[config.mk]
export PLATFORM = sky130hd
export DESIGN_NAME = alu_op_seq
export DESIGN_NICKNAME = d
export VERILOG_FILES = /design/src/rtl/alu_op_seq.sv
export SDC_FILE = /design/constraint.sdc
export NUM_CORES = 1
export LEC_CHECK = 0
export BUFFER_PORTS_ARGS = -buffer_cell sky130_fd_sc_hd__buf_2
export CORE_ASPECT_RATIO = 1.25
export CORE_MARGIN = 4
export CORE_UTILIZATION = 25
export DETAILED_ROUTE_END_ITERATION = 6
export HOLD_SLACK_MARGIN = 0.1
export PLACE_DENSITY = 0.45
export REMOVE_ABC_BUFFERS = 1
export SKIP_CTS_REPAIR_TIMING = 1
export SLEW_MARGIN = 20
export SYNTH_ARGS = -nofsm -noshare
export SYNTH_HDL_FRONTEND = slang
export SYNTH_SLANG_ARGS = --single-unit
[constraint.sdc]
create_clock -name clk -period 1.4 [get_ports clk]
set_input_delay 0.42 -clock clk [delete_from_list [all_inputs] [get_ports clk]]
set_output_delay 0.42 -clock clk [all_outputs]
set_load 0.005 [all_outputs]
[src/rtl/alu_op_seq.sv]
// ============================================================================
// Module      : alu_op_seq
// Description : Operation sequencer feeding a 2-bit ALU. Registers one op per
//               handshake onto the ALU pins, captures its 4-bit result and
//               presents it downstream. Supports chaining a from the last result.
//               Optional macro ALU_SEQ_ILLEGAL_ERR_EN adds the op_err output.
// Revision    : 1.0 - initial release
// ============================================================================
`default_nettype none

module alu_op_seq #(
    parameter int CNT_W = 8
) (
    input  logic             clk,
    input  logic             rst,
    input  logic             in_valid,
    output logic             in_ready,
    input  logic [1:0]       in_a,
    input  logic [1:0]       in_b,
    input  logic [3:0]       in_select,
    input  logic             in_c_in,
    input  logic             in_chain,
    output logic [1:0]       alu_a,
    output logic [1:0]       alu_b,
    output logic             alu_c_in,
    output logic [3:0]       alu_select,
    input  logic [3:0]       alu_y,
    output logic             out_valid,
    input  logic             out_ready,
    output logic [3:0]       out_y,
    output logic             out_zero,
`ifdef ALU_SEQ_ILLEGAL_ERR_EN
    output logic             op_err,
`endif
    output logic [CNT_W-1:0] op_cnt
);

    localparam logic [1:0] IDLE = 2'd0;
    localparam logic [1:0] EXEC = 2'd1;
    localparam logic [1:0] HOLD = 2'd2;

    logic [1:0] r_state;
    // Only the low two bits of the previous result can ever feed a chained op.
    logic [1:0] r_last_y;

    assign in_ready = (r_state == IDLE);

`ifdef ALU_SEQ_ILLEGAL_ERR_EN
    logic w_illegal;

    always_comb begin
        w_illegal = 1'b1;
        case (alu_select)
            4'b0000, 4'b0001, 4'b0010, 4'b0011,
            4'b0101, 4'b0111:           w_illegal = 1'b0;
            4'b0100, 4'b0110, 4'b1000:  w_illegal = alu_c_in;
            default:                    w_illegal = 1'b1;
        endcase
    end

    always_ff @(posedge clk or posedge rst) begin
        if (rst) begin
            op_err <= 1'b0;
        end else if (r_state == IDLE && in_valid) begin
            op_err <= 1'b0;
        end else if (r_state == EXEC) begin
            op_err <= w_illegal;
        end
    end
`endif

    always_ff @(posedge clk or posedge rst) begin
        if (rst) begin
            r_state    <= IDLE;
            alu_a      <= 2'b00;
            alu_b      <= 2'b00;
            alu_select <= 4'b0000;
            alu_c_in   <= 1'b0;
            out_y      <= 4'b0000;
            out_zero   <= 1'b1;
            out_valid  <= 1'b0;
            op_cnt     <= '0;
            r_last_y   <= 2'b00;
        end else begin
            case (r_state)
                IDLE: begin
                    if (in_valid) begin
                        alu_a      <= in_chain ? r_last_y : in_a;
                        alu_b      <= in_b;
                        alu_select <= in_select;
                        alu_c_in   <= in_c_in;
                        r_state    <= EXEC;
                    end
                end
                EXEC: begin
                    out_y     <= alu_y;
                    out_zero  <= (alu_y == 4'b0000);
                    r_last_y  <= alu_y[1:0];
                    out_valid <= 1'b1;
                    r_state   <= HOLD;
                end
                HOLD: begin
                    if (out_ready) begin
                        out_valid <= 1'b0;
                        op_cnt    <= op_cnt + 1'b1;
                        r_state   <= IDLE;
                    end
                end
                default: r_state <= IDLE;
            endcase
        end
    end

endmodule

`default_nettype wire
==> results.cfg, run 1 <==
[run_status]
outcome = finished, final reports clean

[pwr]
peakVddDrop_uv = 415
p_leak_nw = 0.715
power_density_mw_per_mm2 = 1900

[worst_setup_path]
crit_type = reg2out
critPathArrivalTime_ns = 0.97
cp-endpoint = in_ready
max_stage_delay_ns = 0.42
reg2reg_slack_ns = 0.03
required_ns = 0.98
r2r-start = r_state[1]$_DFFE_PP0P_
reg2reg_to = alu_select[2]$_DFFE_PP0P_
crit_chain = buf_6 > nor2_4 > buf_2
reg2reg_depth = 4
cp-start-kind = flop
critPathLaunch = r_state[1]$_DFFE_PP0P_
cp_max_fo = 3
critPathCaptureType = output port
cpMaxStageDelayCell = dfrtp_1

[cells_and_area]
nets = 148
antennaDiodeCount = 0
drive_above_1_share_pct = 50.0
final_cell_mix = buf_2, dfrtp_1, nor2_1, mux2_2
instances_no_fill = 184
layout_commonest_cell = buf_2
area_growth_pct = 36.4

[logic_synthesis]
syn_avg_cell_area_um2 = 13.2
muxShareOfSynthArea_pct = 15.2
synthCells = 79
yosysSeqAreaShare_pct = 60.1
synth_xor_area_share_pct = 5.88
synthAdderAreaFrac_pct = 1.20
ys_seq_elements = 25
synth_top_family_by_area = multiplexers
synth_cell_type_count = 24
yosysWarningCount = 0
synth_compound_area_share_pct = 2.88
synth-simple-area-share_pct = 12.4
syn_area_mm2 = 0.00104

[sta]
skew_ns = 0.00264
period_needed_ns = 1.39
finalSetupViolations = 0
grt_setup_unrepaired = true
hold_viol = 0
tns_ns = 0
finalCritPeriodShare_pct = 99.6
tightest_slew_ns = 0.342
max_slew_margin_pct = 77.2
whs_ns = 0.0974
maxSlewViolCount = 0
max_freq_ghz = 0.717

[floorplanning]
ios = 42
start_util_pct = 25.6
fp.dieH_um = 80.2
core_area_mm2 = 0.00407
rows = 26
dieArea_mm2 = 0.00527
die_w_um = 65.8

[clock_network]
cts_sinks = 25
ctsHtreeMaxLevel = 1
cts_made_buffers = 3
cts_root_buffer = clkbuf_8
cts.clk_slew.worst_paths_ns = 0.09
cts_buffer_depth = 2
cts_tree = built
insertion_delay_ns = 0.26

[grt]
track_usage_pct = 8.62
grt_max_degree = 19
grt_first_pass_wirelength_um = 3430
antenna_found_initial = 0
grt_pass1_vias = 724
gr-total-overflow = 0

[routing]
antenna_left = 0
vias_per_cell = 4.09
post-route-drc-count = 0
wirelength_um = 2190
post_drt_wl_per_cell_um = 11.9
drt_iter0_drc = 36
drt_first_pass_iters = 4
vias = 752

[flow_run]
cap_violations = 0

[place]
dp.cells = 177
globalplace.congestion = 0.697
portBuffers = 41
dp_hpwl_um = 1670

[worst_hold_path]
hp-class = in2async
-- worst min-delay path by stage --
stage               depth (start not counted)                   end
floorplan                                   1  alu_a[0]$_DFFE_PP0P_
global placement                            2  alu_b[0]$_DFFE_PP0P_
detailed placement                          2  alu_b[0]$_DFFE_PP0P_
CTS                                         2  alu_b[1]$_DFFE_PP0P_
global route                                2  alu_b[1]$_DFFE_PP0P_
finish                                      2  alu_b[0]$_DFFE_PP0P_
-- cell type report --
class,instances,area (um2)
fill,425,2650
sequential,25,628
multi-input combinational,50,399
timing repair buffer,47,270
tap,56,70.1
clock buffer,3,41.3
inverter,2,7.51
clock inverter,1,5.00
-- worst max-delay path, delay by kind of cell, from the launching register on --
kind	cells	cell delay, ns
flops	1	0.42
buf+inv	2	0.25
simple gates	1	0.05
-- where the power goes --
group	internal, mW	switching (mW)
Combinational	0.609	0.423
Clock	0.199	0.223
Sequential	1.03	0.224
-- per-stage QoR --
step	instance area, um2	setup slack (ns)	utilization [%]	total power, mW
final	1420	0.00539	35.0	2.71
after global routing	1420	-0.0417	35.0	2.92
after CTS	1380	-0.102	34.0	2.66
after detailed placement	1340	0.0893	32.9	2.23
after global placement	1340	0.0848	32.9	2.21
after floorplan	1030	-0.0880	-	1.74
-- cells by family after synthesis --
family,count (synthesis)
DFF,25
xor gates and xnor gates,7
adders and majority gates,1
AOI/OAI and AO/OA,6
muxes,14
buffers and inverters,4
and+or+nand+nor,22
-- synth_stat cells --
library cell	n	area [um2]
a21oi_1	3	15.0
buf_2	1	5.00
buf_6	1	11.3
dfrtp_1	24	601
dfstp_2	1	26.3
ha_1	1	12.5
inv_1	2	7.51
mux2_1	5	56.3
mux2_2	6	67.6
mux2_4	1	15.0
mux2i_1	2	20.0
nand2_1	4	15.0
nand2b_1	2	12.5
nand4_1	2	12.5
nand4b_1	1	8.76
nand4b_2	1	15.0
nor2_1	7	26.3
nor3_1	2	10.0
nor3b_2	1	12.5
o21ai_0	3	15.0
or2_4	1	8.76
or4_1	1	7.51
xnor2_1	2	17.5
xor2_1	5	43.8
-- registers in the layout, indices dropped and copies added, names as in the netlist --
signal,flops
alu_c_in,1
out_zero,1
alu_select,4
alu_b,2
alu_a,2
out_y,4
out_valid,1
r_state,2
op_cnt,8
-- layer usage --
| layer | wire length, um | GRT usage, % |
|---|---|---|
| met1 | 902 | 9.90 |
| met2 | 1130 | 13.9 |
| met3 | 125 | 2.66 |
| met4 | 32 | 4.98 |
| met5 | 0 | 0 |
No activity file was read; power rests on OpenSTA's default activity.
==> run 2: changes to the inputs <==
- CELL_PAD_IN_SITES_DETAIL_PLACEMENT: default -> 0
- CELL_PAD_IN_SITES_GLOBAL_PLACEMENT: default -> 1
- PLACE_DENSITY: 0.45 -> 0.55
- RECOVER_POWER: default -> 100
- SETUP_SLACK_MARGIN: default -> 0.02
==> results.cfg, run 2 (synthesis results as in run 1) <==
[cells_and_area]
final_cell_mix = buf_2, dfrtp_1, nor2_1, mux2_2
antennaDiodeCount = 0
fillCellCount = 434
layout_commonest_cell = buf_2
area_growth_pct = 34.9
largest_reg_flops = 8
nets = 148
stdcell_area_mm2 = 0.00141
drive_above_1_share_pct = 50.0
regMostFlops = op_cnt
multi_input_area_um2 = 399
reg_top3 = op_cnt: 8 flops, alu_select: 4 flops, out_y: 4 flops
ff_latch_area_um2 = 629

[routing]
vias = 773
post_drt_wl_per_cell_um = 12.3
drt_first_pass_iters = 4
wirelength_um = 2270
drt_iter0_drc = 17
vias_per_cell = 4.20
antenna_left = 0
post-route-drc-count = 0

[place]
dp_hpwl_um = 1740
dpl_cell_area_mm2 = 0.00132
globalplace.congestion = 0.672
portBuffers = 41
post-place-ws_ns = 0.0609

[sta]
skew_ns = 0.00142
tns_ns = -0.0206
max_slew_margin_pct = 58.8
finalCritPeriodShare_pct = 101
maxSlewViolCount = 0
tightest_slew_ns = 0.618
fin_ws_ns = -0.0206
period_needed_ns = 1.42
grt_setup_unrepaired = true
max_freq_ghz = 0.704
hold_viol = 0
finalSetupViolations = 1

[clock_network]
cts_sinks = 25
cts_made_buffers = 3
cts.clk_slew.worst_paths_ns = 0.08
cts_root_buffer = clkbuf_8
ctsHtreeMaxLevel = 1
insertion_delay_ns = 0.26
cts_buffer_depth = 2
cts_tree = built

[worst_setup_path]
cp_max_fo = 4
reg2reg_slack_ns = 0.01
crit_type = reg2out
crit_family = flip-flops
cp-start-kind = flop
crit_chain = buf_6 > nor2_4 > buf_2
required_ns = 0.98
critPathCaptureType = output port
reg2reg_depth = 4
critPathArrivalTime_ns = 1.00
r2r-start = r_state[1]$_DFFE_PP0P_
path_buf_inv = 2
max_stage_delay_ns = 0.44
reg2reg_to = alu_select[1]$_DFFE_PP0P_
cpMaxStageDelayCell = dfrtp_2

[worst_hold_path]
hp-class = in2async

[floorplanning]
die_w_um = 65.8
fp.dieH_um = 80.2
rows = 26
start_util_pct = 25.6
dieArea_mm2 = 0.00527
ios = 42
core_area_mm2 = 0.00407

[pwr]
peakVddDrop_uv = 670
p_leak_nw = 0.706
power_density_mw_per_mm2 = 1930

[run_status]
violations = negative setup slack
outcome = complete, but fails checks

[grt]
antenna_found_initial = 0
grt_pass1_vias = 872
gr-total-overflow = 0
grt_first_pass_wirelength_um = 3880
track_usage_pct = 9.56
grt_max_degree = 26

[flow_run]
cap_violations = 0
[run 2: cell types whose count changed in the layout (fill, tap and decap cells not counted), sizes merged]
| cell | before | now |
|---|---|---|
| clkinv | 1 | 0 |
| buf | 47 | 46 |
| clkbuf | 3 | 5 |
[run 2: cell type report]
type	count	area share, %
Inverter	2	0.534
Timing Repair Buffer	47	18.1
Tap cell	56	4.98
Multi-Input combinational cell	50	28.4
Clock buffer	4	3.20
Sequential cell	25	44.8
[run 2: worst min-delay path, cell delays in order]
cell and delay (ns):
buf_2 0.09, inv_1 0.04, clkbuf_2 0.49
[run 2: power breakdown]
part / switching [mW] / internal (mW) / total, mW
registers: 0.241 / 1.03 / 1.27
logic: 0.423 / 0.605 / 1.03
clock network: 0.209 / 0.203 / 0.412
[run 2: per-layer routing]
metal  track usage (%)  up-vias  routed length, um
met1              10.4      380                937
met5                 0        -                  0
li1                  -      366                  -
met2              17.0       25               1150
met3              1.26        2                136
met4              6.22        0                 41
[run 2: metrics by stage]
stage / power (mW) / cells / utilization [%] / hold slack, ns
after CTS: 2.68 / 181 / 33.7 / 0.204
final: 2.71 / 184 / 34.6 / 0.302
after detailed placement: 2.24 / 177 / 32.6 / 0.453
after global placement: 2.21 / 177 / 32.6 / 0.453
after floorplan: 1.74 / 77 / - / 0.447
after global routing: 2.97 / 184 / 34.6 / 0.357
[run 2: how the worst max path moves through the flow]
stage	start	endpoint	slack, ns	cells past startpoint
final	r_state[1]$_DFFE_PP0P_	in_ready	-0.02	3
after global routing	r_state[1]$_DFFE_PP0P_	in_ready	-0.07	3
after CTS	r_state[1]$_DFFE_PP0P_	in_ready	-0.11	3
after detailed placement	in_valid	alu_select[1]$_DFFE_PP0P_	0.06	4
after global placement	in_valid	alu_select[1]$_DFFE_PP0P_	0.08	4
after floorplan	r_state[1]$_DFFE_PP0P_	alu_select[1]$_DFFE_PP0P_	-0.09	2
